[config.mk]
export PLATFORM = sky130hd
export DESIGN_NAME = slot_scorer
export DESIGN_NICKNAME = d
export VERILOG_FILES = /design/src/rtl/slot_pkg.sv /design/src/rtl/bin2bcd_seq.sv /design/src/rtl/slot_scorer.sv
export SDC_FILE = /design/constraint.sdc
export NUM_CORES = 1
export LEC_CHECK = 0
export CAP_MARGIN = 0
export CORE_MARGIN = 10
export CORE_UTILIZATION = 57
export DETAILED_ROUTE_END_ITERATION = 16
export GPL_ROUTABILITY_DRIVEN = 0
export PLACE_DENSITY = 0.83
export SYNTH_ARGS = -nofsm -noshare
export SYNTH_HDL_FRONTEND = slang
export SYNTH_SLANG_ARGS = --single-unit
[constraint.sdc]
create_clock -name clk -period 7.7 [get_ports clk]
set_input_delay 1.54 -clock clk [delete_from_list [all_inputs] [get_ports clk]]
set_output_delay 1.54 -clock clk [all_outputs]
set_load 0.01 [all_outputs]
[src/rtl/slot_pkg.sv]
// Shared types, constants and helpers for the slot machine round scorer.
package slot_pkg;

    typedef enum logic [1:0] {
        IDLE    = 2'd0,
        CONVERT = 2'd1,
        SCORE   = 2'd2
    } slot_state_e;

    localparam logic [3:0] BCD_BLANK  = 4'hF;
    localparam logic [9:0] CREDIT_MAX = 10'd999;
    localparam logic [9:0] VALUE_MAX  = 10'd999;

    // One double-dabble iteration over {bcd[11:0], bin[9:0]}: add 3 to any
    // BCD nibble that is 5 or more, then shift the whole register left.
    function automatic logic [21:0] dabble_step(input logic [21:0] s);
        logic [21:0] t;
        t = s;
        for (int i = 0; i < 3; i++) begin
            if (t[10+4*i +: 4] >= 4'd5)
                t[10+4*i +: 4] = t[10+4*i +: 4] + 4'd3;
        end
        return {t[20:0], 1'b0};
    endfunction

    // Number of distinct equal pairs among the three reel digits (0, 1 or 3).
    function automatic logic [1:0] equal_pairs(input logic [3:0] d2,
                                               input logic [3:0] d1,
                                               input logic [3:0] d0);
        logic [1:0] n;
        n = 2'd0;
        if (d2 == d1) n = n + 2'd1;
        if (d1 == d0) n = n + 2'd1;
        if (d2 == d0) n = n + 2'd1;
        return n;
    endfunction

endpackage

[src/rtl/bin2bcd_seq.sv]
// Iterative 10-bit binary to 3-digit BCD converter; one shift per cycle, 10 cycles.
module bin2bcd_seq
    import slot_pkg::*;
(
    input  logic        clk,
    input  logic        rst,
    input  logic        start,
    input  logic [9:0]  bin,
    output logic        done,
    output logic [11:0] bcd
);

    logic [21:0] shreg;
    logic [3:0]  cnt;

    // The first shift happens on the loading edge, so the last of the ten
    // lands nine cycles later and done rises together with it.
    always_ff @(posedge clk or negedge rst) begin
        if (!rst) begin
            shreg <= '0;
            cnt   <= '0;
            done  <= 1'b0;
        end else if (start) begin
            shreg <= dabble_step({12'd0, bin});
            cnt   <= 4'd9;
            done  <= 1'b0;
        end else if (cnt != 4'd0) begin
            shreg <= dabble_step(shreg);
            cnt   <= cnt - 4'd1;
            if (cnt == 4'd1)
                done <= 1'b1;
        end
    end

    assign bcd = shreg[21:10];

endmodule

[src/rtl/slot_scorer.sv]
// Round-result consumer: charges the bet at spin start, converts and scores the
// stopped result, and keeps the player's saturating credit balance.
module slot_scorer
    import slot_pkg::*;
#(
    parameter int unsigned BET         = 1,
    parameter int unsigned CREDIT_INIT = 20,
    parameter int unsigned PAIR_MUL    = 2,
    parameter int unsigned JACKPOT_MUL = 10
) (
    input  logic        clk,
    input  logic        rst,
    input  logic [9:0]  value,
    input  logic        pause,
    input  logic        won,
    output logic [3:0]  digit2,
    output logic [3:0]  digit1,
    output logic [3:0]  digit0,
    output logic [9:0]  credits,
    output logic [9:0]  payout,
    output logic        result_valid,
    output logic        busy,
    output logic        game_over,
    output logic        mismatch,
    output slot_state_e state_dbg
);

    localparam logic [9:0] BET_AMT     = 10'(BET);
    localparam logic [9:0] PAIR_PAY    = 10'(PAIR_MUL * BET);
    localparam logic [9:0] JACKPOT_PAY = 10'(JACKPOT_MUL * BET);
    localparam logic [9:0] CREDIT_RST  = 10'(CREDIT_INIT);

    // result_valid is a one-cycle strobe with no ready: the display side must
    // take digits/payout/credits in that cycle; they then hold until the next
    // strobe.

    slot_state_e state;
    logic        pause_meta, pause_s, pause_q;
    logic        won_meta, won_s;
    logic [9:0]  value_lat;
    logic        won_lat;
    logic        round_paid;

    logic        rise, fall, start_conv, charge;
    logic        conv_done;
    logic [11:0] conv_bcd;
    logic [3:0]  d2, d1, d0;
    logic        in_range, three_eq, one_pair;
    logic [9:0]  score_pay, add_pay;
    logic [10:0] sum11;
    logic [11:0] net12;
    logic [9:0]  credits_next;

    // pause idles high, so its synchronizer resets to 1 to avoid a false edge.
    always_ff @(posedge clk or negedge rst) begin
        if (!rst) begin
            pause_meta <= 1'b1;
            pause_s    <= 1'b1;
            pause_q    <= 1'b1;
            won_meta   <= 1'b0;
            won_s      <= 1'b0;
        end else begin
            pause_meta <= pause;
            pause_s    <= pause_meta;
            pause_q    <= pause_s;
            won_meta   <= won;
            won_s      <= won_meta;
        end
    end

    assign rise       = pause_s & ~pause_q;
    assign fall       = ~pause_s & pause_q;
    assign start_conv = rise && (state == IDLE);
    assign charge     = fall && (credits >= BET_AMT);

    bin2bcd_seq u_bcd (
        .clk   (clk),
        .rst   (rst),
        .start (start_conv),
        .bin   (value),
        .done  (conv_done),
        .bcd   (conv_bcd)
    );

    assign d2       = conv_bcd[11:8];
    assign d1       = conv_bcd[7:4];
    assign d0       = conv_bcd[3:0];
    assign in_range = (value_lat <= VALUE_MAX);
    assign three_eq = in_range && (equal_pairs(d2, d1, d0) == 2'd3);
    assign one_pair = in_range && (equal_pairs(d2, d1, d0) == 2'd1);

    always_comb begin
        score_pay = '0;
        if (round_paid) begin
            if (three_eq)
                score_pay = JACKPOT_PAY;
            else if (one_pair)
                score_pay = PAIR_PAY;
        end
    end

    // Payout and bet can land in the same cycle; apply both, then clamp.
    always_comb begin
        add_pay      = (state == SCORE) ? score_pay : 10'd0;
        sum11        = {1'b0, credits} + {1'b0, add_pay};
        net12        = {1'b0, sum11} - (charge ? {2'b00, BET_AMT} : 12'd0);
        credits_next = credits;
        if (charge && (sum11 < {1'b0, BET_AMT}))
            credits_next = '0;
        else if (net12 > {2'b00, CREDIT_MAX})
            credits_next = CREDIT_MAX;
        else
            credits_next = net12[9:0];
    end

    always_ff @(posedge clk or negedge rst) begin
        if (!rst) begin
            state        <= IDLE;
            busy         <= 1'b0;
            result_valid <= 1'b0;
            digit2       <= BCD_BLANK;
            digit1       <= BCD_BLANK;
            digit0       <= BCD_BLANK;
            payout       <= '0;
            credits      <= CREDIT_RST;
            mismatch     <= 1'b0;
            value_lat    <= '0;
            won_lat      <= 1'b0;
            round_paid   <= 1'b0;
        end else begin
            result_valid <= 1'b0;
            credits      <= credits_next;
            if (fall)
                round_paid <= charge;
            case (state)
                IDLE: begin
                    if (rise) begin
                        value_lat <= value;
                        won_lat   <= won_s;
                        state     <= CONVERT;
                        busy      <= 1'b1;
                    end
                end
                CONVERT: begin
                    if (conv_done)
                        state <= SCORE;
                end
                SCORE: begin
                    state        <= IDLE;
                    busy         <= 1'b0;
                    result_valid <= 1'b1;
                    payout       <= score_pay;
                    digit2       <= in_range ? d2 : BCD_BLANK;
                    digit1       <= in_range ? d1 : BCD_BLANK;
                    digit0       <= in_range ? d0 : BCD_BLANK;
                    if (three_eq != won_lat)
                        mismatch <= 1'b1;
                end
                default: begin
                    state <= IDLE;
                    busy  <= 1'b0;
                end
            endcase
        end
    end

    assign game_over = (credits < BET_AMT);
    assign state_dbg = state;

endmodule

==> results of run 1 <==
-- placed cells by master (no fill, tap or decap), types with 2 or more instances in the layout --
master	n
buf_4	2
nor3b_1	3
xor2_1	3
or4_1	2
nand3_1	13
o21ai_0	23
dfstp_2	17
or3b_1	2
mux2i_1	11
or2_2	2
nor3b_2	2
bufinv_16	2
a21boi_0	2
a21o_1	6
and4_1	3
nand2b_1	7
dfrtp_1	52
inv_1	19
a31oi_1	5
conb_1	8
clkbuf_8	11
nand4_1	4
o211ai_1	2
a21oi_1	27
nor2_1	28
o31ai_1	2
nor4_1	3
o22a_1	7
nor3_1	9
ha_1	16
a211oi_1	3
xnor2_1	26
nand2_1	49
clkdlybuf4s50_1	42
-- layer usage --
layer / vias to the layer above / part of all wire / track usage
met3: 18 / 0.076 / 0.0381
li1: 1404 / - / -
met1: 1462 / 0.42 / 0.215
met4: 0 / 0.020 / 0.0793
met5: - / 0 / 0
met2: 122 / 0.48 / 0.269
-- per-stage QoR --
step | std cells | setup WS [ns] | area [µm²] | hold slack (ns)
floorplan | 406 | 3.78 | 3790 | 0.331
global placement | 495 | 3.52 | 4180 | 0.336
detailed placement | 495 | 3.34 | 4180 | 0.335
CTS | 511 | 3.29 | 4420 | 0.351
global route | 511 | 2.92 | 4420 | 0.363
finish | 511 | 3.27 | 4420 | 0.350
-- registers in the layout, summed over array words and instances, names as in the netlist --
register / count
u_bcd.shreg: 21
credits: 10
value_lat: 7
digit0: 4
digit1: 4
digit2: 4
u_bcd.cnt: 4
payout: 2
state_dbg: 2
busy: 1
mismatch: 1
pause_meta: 1
pause_q: 1
pause_s: 1
result_valid: 1
round_paid: 1
u_bcd.done: 1
won_lat: 1
won_meta: 1
won_s: 1
-- logic make-up after synthesis --
family | Yosys count
AO/OA/AOI/OAI | 86
buffers and inverters | 52
flip-flops | 69
multiplexers | 12
other | 1
adder cells (fa/ha/maj) | 16
AND/OR/NAND/NOR | 133
XOR/XNOR | 30
-- path summary, 6_finish.rpt --
check	end	slack [ns]	start
worst max-delay path	credits[3]	3.27	state_dbg[0]
worst min-delay path	won_s	0.35	won_meta
worst max register to register	credits[3]	3.27	state_dbg[0]
worst min register to register	won_s	0.35	won_meta
max in group asynchronous	u_bcd.shreg[9]	5.76	rst
min in group asynchronous	credits[9]	1.38	rst
-- critical path, cell delays in order, from the launching register on --
cell and delay, ns:
dfrtp_1 0.42, nand2b_1 0.21, inv_1 0.34, o21ai_1 0.28
inv_1 0.26, nand2_1 0.10, nor2_1 0.16, ha_1 0.24
ha_1 0.29, or3b_1 0.48, a211oi_2 0.27, and4_1 0.24
o221ai_2 0.11, or4_1 0.51, o21a_1 0.23, nor3b_2 0.16
-- area by class of cell --
cell class                 count  area, µm²
multi-input combinational    285       1830
timing repair buffer          45        440
tap                           77       96.3
clock inverter                 5       81.3
inverter                      19       71.3
fill                         497       1970
clock buffer                  11        151
sequential                    69       1750
-- power by group --
group	internal (mW)	leakage, nW	switching [mW]
Sequential	0.509	0.847	0.122
Clock	0.201	0.116	0.142
Combinational	0.279	1.05	0.284
==> summary.md, run 1 <==
| Metric | Value |
|---|---|
| Number of enable flip-flop cells after synthesis | `0` |
| Total Routed Length | `8.57 mm` |
| First-pass GRT wire length | `~14 mm` |
| Startpoint Class | `flop` |
| Slew Viols, Final | `0` |
| Setup crit end kind | `flop` |
| DRC | `0` |
| Fmax | `between 200 and 250 MHz` |
| Clock Path Buffers | `2` |
| Data required time of the worst path | `about 7.9 ns` |
| Outcome | `finished, final reports clean` |
| Final hold vios | `0` |
| Setup repair after global routing missed its margin | `false` |
| Port bufs | `43` |
| Worst slew pin tran | `0.981 ns` |
| FF-to-FF path depth | `15` |
| Hold Buf Count CTS | `0` |
| CTS tree | `done` |
| Top FF cell, synth | `dfrtp_1` |
| Top Ports | `52` |
| Async SR Flop Fraction | `1.00` |
| Htree depth | `3` |
| Post-Synth Adder-Cell Area | `0.0532` |
| Most instantiated cells after synthesis | `dfrtp_1, nand2_1, nor2_1` |
| Largest net degree at the start of global routing | `70` |
| Diode count | `0` |
| Largest family of logic cells by synthesized area | `simple AND/OR/NAND/NOR gates` |
| Gr ovfl total | `0` |
| Gate Count Post-Synth | `399` |
| Min-Delay Path Class | `reg -> reg` |
| Synth area leaders | `dfrtp_1, dfstp_2, xnor2_1, ha_1, nand2_1` |
| Clk Latency, worst-skew pair | `~0.35 ns` |
| Die Height | `between 100 and 150 µm` |
| Clk sinks | `69` |
| Clock skew | `between 0.009 and 0.01 ns` |
| Final setup fails | `0` |
| Synth area leader | `dfrtp_1` |
| Total Power | `between 1.5 and 2 mW` |
| Reg clk slew, reported paths | `0.07 ns` |
| Register area share after synthesis | `0.464` |
| CP Class | `reg -> reg` |
| ANT nets after route | `0` |
| Fraction of the mapped netlist area in simple logic gates | `0.173` |
| Vias in the first global route | `2984` |
| Most frequent cell after synthesis | `dfrtp_1` |
| Initial antenna violation count | `0` |
| GRT Total Usage | `0.169` |
| Nets | `459` |
| Vias per cell | `5.88` |
| DR pass1 iterations | `5` |
| Syn Area/Cell | `9.44 µm²` |
| Final TNS setup | `0 ns` |
| Initial cell density of the core | `0.590` |
| Post-synth design cell area | `3760 µm²` |
| Minimum period implied by the final worst setup slack | `roughly 4.4 ns` |
| YS warnings | `0` |
| XOR/XNOR Fraction of Synth Area | `0.0718` |
| Post-CTS setup buffer count | `0` |
| Avg WL per Cell | `16.8 µm` |
| Worst VDD drop | `roughly 0.21 mV` |
| Share of layout cells above drive strength 1 | `0.113` |
| Slew HR | `0.342` |
| Final Util | `0.691` |
| Synth Area in Compound Gates | `0.144` |
| Die Area | `10300 µm²` |
| Top-area cell type share of the netlist area | `0.346` |
| Vias | `roughly 3000` |
| CORE AREA | `6390 µm²` |
| Pwr/cell area | `348 nW/µm²` |
| Area grow syn2layout | `17.3%` |
| Crit share post-route | `0.575` |
| Crit-path max FO | `15` |
| FF+latch count, synth | `slightly below 70` |
| P_leak | `2.01 nW` |
| Post-synthesis mux area share | `0.0322` |
| Die width | `101 µm` |
| # resized after CTS | `0` |
| Arrival @ worst endpoint | `4.65 ns` |
| Post-DP HPWL | `6.10 mm` |
| Total of max-cap violations | `0` |
| Rows | `29` |
| Root buf cell | `clkbuf_8` |
| Iteration-0 DRC Markers | `235` |
| Hold depth | `0` |
| Clock buffer count from CTS | `9` |
| Unique masters post-synth | `49` |
Power figures use the tool's default switching activity.
==> inputs of run 2 (changes only) <==
--- a/config.mk
+++ b/config.mk
@@ -7,10 +7,10 @@
 export LEC_CHECK = 0
 export CAP_MARGIN = 0
 export CORE_MARGIN = 10
-export CORE_UTILIZATION = 57
+export CORE_UTILIZATION = 55
 export DETAILED_ROUTE_END_ITERATION = 16
 export GPL_ROUTABILITY_DRIVEN = 0
-export PLACE_DENSITY = 0.83
+export PLACE_DENSITY = 0.8
 export SYNTH_ARGS = -nofsm -noshare
 export SYNTH_HDL_FRONTEND = slang
 export SYNTH_SLANG_ARGS = --single-unit
==> constraint.sdc (replaced) <==
create_clock -name clk -period 4.2 [get_ports clk]
set_input_delay 0.84 -clock clk [delete_from_list [all_inputs] [get_ports clk]]
set_output_delay 0.84 -clock clk [all_outputs]
set_load 0.01 [all_outputs]
==> run 2 against run 1 <==
  * Via count down 0.30%
  * Clock skew down 0.00095 ns
  * Routed wire length grew 1.1%
  * Critical endpoint unchanged
==> summary.md, run 2 (same netlist as run 1, synthesis figures left out) <==
| Metric | Value |
|---|---|
| Vias in the first global route | `2945 (was 2984)` |
| P_leak | `2.07 nW (was 2.01 nW)` |
| Worst hold margin | `0.367 ns (was 0.350 ns)` |
| Clock skew | `0.00888 ns (was 0.00984 ns)` |
| Final hold vios | `0 (unchanged)` |
| Gr ovfl total | `0 (unchanged)` |
| Top reg by flops | `u_bcd.shreg (unchanged)` |
| Reg clk slew, reported paths | `0.07 ns (about the same)` |
| Vias per cell | `5.69 (was 5.88)` |
| Initial cell density of the core | `0.560 (was 0.590)` |
| Slew Viols, Final | `0 (unchanged)` |
| Most common cell after layout, fill and taps aside | `nand2_1 (was dfrtp_1)` |
| Port bufs | `43 (unchanged)` |
| Top Ports | `52 (unchanged)` |
| Post-DP HPWL | `6.24 mm (was 6.10 mm)` |
| Initial antenna violation count | `0 (unchanged)` |
| Area grow syn2layout | `20.8% (was 17.3%)` |
| Multi-input gate area | `1870 µm² (was 1830 µm²)` |
| Min-Delay Path Class | `reg -> reg (unchanged)` |
| Data required time of the worst path | `4.40 ns (was 7.92 ns)` |
| ANT nets after route | `0 (unchanged)` |
| Htree depth | `3 (unchanged)` |
| Largest registers | `u_bcd.shreg x21, credits x10, value_lat x7 (unchanged)` |
| Avg WL per Cell | `16.4 µm (was 16.8 µm)` |
| Crit share post-route | `0.976 (was 0.575)` |
| Clk Latency, worst-skew pair | `0.34 ns (was 0.35 ns)` |
| Fmax | `244 MHz (was 226 MHz)` |
| Arrival @ worst endpoint | `4.30 ns (was 4.65 ns)` |
| Worst VDD drop | `0.308 mV (was 0.213 mV)` |
| Total of max-cap violations | `0 (unchanged)` |
| CORE AREA | `6720 µm² (was 6390 µm²)` |
| Final setup fails | `0 (unchanged)` |
| Clock Path Buffers | `2 (unchanged)` |
| DRC | `0 (unchanged)` |
| Worst slew pin tran | `1.10 ns (was 0.981 ns)` |
| Iteration-0 DRC Markers | `142 (was 235)` |
| Clock buffer count from CTS | `9 (unchanged)` |
| First-pass GRT wire length | `14.2 mm (about the same)` |
| Minimum period implied by the final worst setup slack | `4.10 ns (was 4.43 ns)` |
| Register area | `1750 µm² (about the same)` |
| Diode count | `0 (unchanged)` |
| DR pass1 iterations | `4 (was 5)` |
| Rows | `30 (was 29)` |
| GRT Total Usage | `0.169 (about the same)` |
| Slowest Stage Delay on Critical Path | `0.52 ns (was 0.51 ns)` |
| Commonest cells after routing, fill and taps aside | `nand2_1, dfrtp_1, clkdlybuf4s50_1, nor2_1, a21oi_1 (was dfrtp_1, nand2_1, clkdlybuf4s50_1, nor2_1, a21oi_1)` |
| Layout fillers | `529 (was 497)` |
| Post-route insts no fill | `527 (was 511)` |
| Largest net degree at the start of global routing | `44 (was 70)` |
| Clk sinks | `69 (unchanged)` |
| Root buf cell | `clkbuf_8 (unchanged)` |
| Startpoint Class | `flop (unchanged)` |
| Nets | `472 (was 459)` |
| Worst-path cell chain | `xnor2_1 > and4_1 > ha_1 > xor2_1 > nor2_1 > ha_2 > ha_1 > or3b_4 > a211oi_2 > and4_1 > o221ai_2 > or4_1 > o21a_1 > nor3b_2 (was nand2b_1 > inv_1 > o21ai_1 > inv_1 > nand2_1 > nor2_1 > ha_1 > ha_1 > or3b_1 > a211oi_2 > and4_1 > o221ai_2 > or4_1 > o21a_1 > nor3b_2)` |
| Max reg flops | `21 (unchanged)` |
| Vias | `2997 (was 3006)` |
| Die Area | `10600 µm² (was 10300 µm²)` |
| Outcome | `finished, final reports clean (unchanged)` |
| Pwr/cell area | `612 nW/µm² (was 348 nW/µm²)` |
| Setup WS pre-CTS | `0.103 ns (was 3.34 ns)` |
| Post-placement cell count | `508 (was 495)` |
| Total Power | `2.78 mW (was 1.54 mW)` |
| Share of layout cells above drive strength 1 | `0.163 (was 0.113)` |
| Crit-path max FO | `7 (was 15)` |
| CTS tree | `done (unchanged)` |
| Slew HR | `0.262 (was 0.342)` |
| PnR worst setup slack | `0.103 ns (was 3.27 ns)` |
| Total Routed Length | `8.66 mm (was 8.57 mm)` |
| Critical path's slowest cell | `or4_1 (unchanged)` |
| Die Height | `103 µm (was 101 µm)` |
| CP Class | `reg -> reg (unchanged)` |
| Final TNS setup | `0 ns (unchanged)` |
| Setup crit end kind | `flop (unchanged)` |
| Die width | `103 µm (was 101 µm)` |
## run 2: cell count changes in the layout (fill, tap and decap cells not counted), moves of 2 or more
cell,previous run,this run
buf_4,2,15
dfrtp_1,52,47
dfrtp_2,0,5
ha_1,16,14
ha_2,0,2
## run 2: cell type report
class | count | share of cell area
clock buffer | 11 | 0.0333
clock inverter | 5 | 0.0129
inverter | 19 | 0.0157
multi-input combinational | 285 | 0.412
sequential | 69 | 0.386
tap | 80 | 0.0220
timing repair buffer | 58 | 0.118
## run 2: repair_timing
| item | CTS | global route |
|---|---|---|
| gates resized for setup | 0 | 13 |
| buffers inserted | 0 | 3 |
| setup endpoints to repair | 0 | 5 |
| hold buffers | 0 | 0 |
## run 2: path summary, 6_finish.rpt
path	slack (ns)	start	endpoint	cells past startpoint
min	0.37	pause_meta	pause_s	0
max	0.10	u_bcd.shreg[17]	credits[3]	14
max in group asynchronous	2.73	rst	credits[4]	2
min in group asynchronous	0.50	rst	result_valid	1
max reg2reg	0.10	u_bcd.shreg[17]	credits[3]	14
min reg2reg	0.37	pause_meta	pause_s	0
## run 2: critical path: cells and delay by family, from the launching register on
kind                     cells  cell delay, ns
XOR/XNOR                     2            0.31
adder cells (fa/ha/maj)      3            0.85
flip-flops                   1            0.47
AND/OR/NAND/NOR              6            1.75
AO/OA/AOI/OAI                3            0.59
## run 2: stage by stage
step / util / area [µm²]
final: 0.677 / 4550
after floorplan: - / 3790
after detailed placement: 0.634 / 4260
after global placement: 0.634 / 4260
after global routing: 0.677 / 4550
after CTS: 0.666 / 4470
## run 2: power breakdown
| part | switching (mW) | total [mW] | leakage, nW | internal [mW] |
|---|---|---|---|---|
| Clock | 0.254 | 0.560 | 0.102 | 0.307 |
| Combinational | 0.551 | 1.09 | 1.13 | 0.542 |
| Sequential | 0.191 | 1.13 | 0.841 | 0.938 |
| Total | 0.996 | 2.78 | 2.07 | 1.79 |
## run 2: routing by layer
metal  wire length, µm  share of wire  GRT usage
met5                 0              0          0
met4               107          0.012     0.0620
met3               598          0.069     0.0349
met2              4110           0.47      0.269
met1              3840           0.44      0.222
==> inputs of run 3 (changes only) <==
==> constraint.sdc (replaced) <==
create_clock -name clk -period 4.1 [get_ports clk]
set_input_delay 0.82 -clock clk [delete_from_list [all_inputs] [get_ports clk]]
set_output_delay 0.82 -clock clk [all_outputs]
set_load 0.01 [all_outputs]
==> run 3 against run 2 <==
  * Worst setup slack better by 0.048 ns
  * Die area unchanged
  * Design area up 2.3%
  * Sequential power about the same
  * Combinational power up 17%
  * Critical path depth unchanged
==> summary.md, run 3 (same netlist as run 1, synthesis figures left out) <==
| Metric | Value |
|---|---|
| Final setup fails | `0 (unchanged)` |
| Max reg flops | `21 (unchanged)` |
| Largest registers | `u_bcd.shreg x21, credits x10, value_lat x7 (unchanged)` |
| FF-to-FF setup slack | `0.15 ns (was 0.10 ns)` |
| Worst VDD drop | `0.295 mV (was 0.308 mV)` |
| RR Endpoint | `credits[3] (unchanged)` |
| Reg clk slew, reported paths | `0.08 ns (was 0.07 ns)` |
| Vias | `3092 (was 2997)` |
| Clk sinks | `69 (unchanged)` |
| ANT nets after route | `0 (unchanged)` |
| GRT Total Usage | `0.169 (about the same)` |
| Critical path startpoint | `u_bcd.shreg[14] (was u_bcd.shreg[17])` |
| Fmax | `253 MHz (was 244 MHz)` |
| Final hold vios | `0 (unchanged)` |
| Crit-path max FO | `6 (was 7)` |
| Minimum period implied by the final worst setup slack | `3.95 ns (was 4.10 ns)` |
| CP Class | `reg -> reg (unchanged)` |
| CORE AREA | `6720 µm² (unchanged)` |
| Total of max-cap violations | `0 (unchanged)` |
| Startpoint Class | `flop (unchanged)` |
| Final Util | `0.692 (was 0.677)` |
| Initial antenna violation count | `0 (unchanged)` |
| Post-DP HPWL | `6.50 mm (was 6.24 mm)` |
| Top Ports | `52 (unchanged)` |
| Die Height | `103 µm (unchanged)` |
| First-pass GRT wire length | `14.1 mm (was 14.2 mm)` |
| Top reg by flops | `u_bcd.shreg (unchanged)` |
| Root buf cell | `clkbuf_8 (unchanged)` |
| DRC | `0 (unchanged)` |
| Data required time of the worst path | `4.32 ns (was 4.40 ns)` |
| Slew Viols, Final | `0 (unchanged)` |
| Clk Latency, worst-skew pair | `0.35 ns (was 0.34 ns)` |
| Iteration-0 DRC Markers | `222 (was 142)` |
| Share of layout cells above drive strength 1 | `0.195 (was 0.163)` |
| Area grow syn2layout | `23.5% (was 20.8%)` |
| Vias per cell | `5.76 (was 5.69)` |
| Total Power | `2.97 mW (was 2.78 mW)` |
| Nets | `482 (was 472)` |
| Avg WL per Cell | `16.5 µm (was 16.4 µm)` |
| Commonest cells after routing, fill and taps aside | `nand2_1, dfrtp_1, clkdlybuf4s50_1, nor2_1, a21oi_1 (unchanged)` |
| Hold endpoint | `pause_s (unchanged)` |
| Min-Delay Path Class | `reg -> reg (unchanged)` |
| Rows | `30 (unchanged)` |
| Die width | `103 µm (unchanged)` |
| Clock Path Buffers | `2 (unchanged)` |
| Slew HR | `0.387 (was 0.262)` |
| Pwr/cell area | `638 nW/µm² (was 612 nW/µm²)` |
| Initial cell density of the core | `0.560 (unchanged)` |
| Vias in the first global route | `2887 (was 2945)` |
| DR pass1 iterations | `5 (was 4)` |
| Port bufs | `43 (unchanged)` |
| Htree depth | `3 (unchanged)` |
| Hold_sp | `pause_meta (unchanged)` |
| Hold Buf Count CTS | `0 (unchanged)` |
| Total Routed Length | `8.85 mm (was 8.66 mm)` |
| Clock skew | `0.00873 ns (was 0.00888 ns)` |
| Arrival @ worst endpoint | `4.17 ns (was 4.30 ns)` |
| Clock buffer count from CTS | `9 (unchanged)` |
| P_leak | `2.12 nW (was 2.07 nW)` |
| Crit share post-route | `0.963 (was 0.976)` |
| Outcome | `finished, final reports clean (unchanged)` |
| Die Area | `10600 µm² (unchanged)` |
| FF-to-FF path depth | `14 (unchanged)` |
| Gr ovfl total | `0 (unchanged)` |
| Hold depth | `0 (unchanged)` |
| Diode count | `0 (unchanged)` |
| Setup crit end kind | `flop (unchanged)` |
| R2r startpoint | `u_bcd.shreg[14] (was u_bcd.shreg[17])` |
| CTS tree | `done (unchanged)` |
| Largest net degree at the start of global routing | `44 (unchanged)` |
| Worst slew pin tran | `0.917 ns (was 1.10 ns)` |
## run 3: critical path: stages (launching register included)
cell and delay, ns:
dfrtp_2 0.47, xnor2_2 0.16, and4_4 0.26, ha_4 0.22, xor2_1 0.15, nor2_1 0.16, ha_2 0.26, ha_4 0.22
or3b_4 0.43, a211oi_2 0.23, and4_1 0.23, o221ai_2 0.09, or4_1 0.52, o21a_1 0.24, nor3b_2 0.17
## run 3: metrics by stage
step	hold WS [ns]	area [µm²]	cells	setup slack, ns	setup TNS (ns)
after floorplan	0.331	3790	406	0.180	0
after global placement	0.334	4330	517	0.129	0
after detailed placement	0.335	4330	517	-0.0187	-0.0241
after CTS	0.352	4540	533	0.0137	0
after global routing	0.358	4650	537	-0.0106	-0.0106
final	0.351	4650	537	0.151	0
## run 3: worst max path at each step
stage | endpoint | slack (ns)
after floorplan | credits[3] | 0.18
after global placement | credits[3] | 0.13
after detailed placement | credits[3] | -0.02
after CTS | credits[3] | 0.01
after global routing | credits[4] | -0.01
final | credits[3] | 0.15
## run 3: area by class of cell
type                       count  area [µm²]
clock buffer                  11         141
clock inverter                 5        58.8
sequential                    69        1750
timing repair buffer          68         613
fill                         496        2070
multi-input combinational    285        1910
tap                           80         100
inverter                      19        71.3
## run 3: routing by layer
metal / vias to the layer above / track usage / part of all wire
met5: - / 0 / 0
met4: 0 / 0.0684 / 0.026
met3: 25 / 0.0409 / 0.074
met2: 139 / 0.265 / 0.46
met1: 1472 / 0.219 / 0.44
li1: 1456 / - / -
## run 3: report_power, final
| group | switching (mW) | total [mW] | internal [mW] |
|---|---|---|---|
| combinational | 0.633 | 1.27 | 0.637 |
| clock | 0.272 | 0.570 | 0.299 |
| sequential | 0.170 | 1.13 | 0.959 |
## run 3: timing repair
action	CTS	global route
gates resized for setup	2	17
buffers inserted	0	4
pin swaps	0	4
endpoints found under the setup margin	2	5
endpoints found under the hold margin	0	0
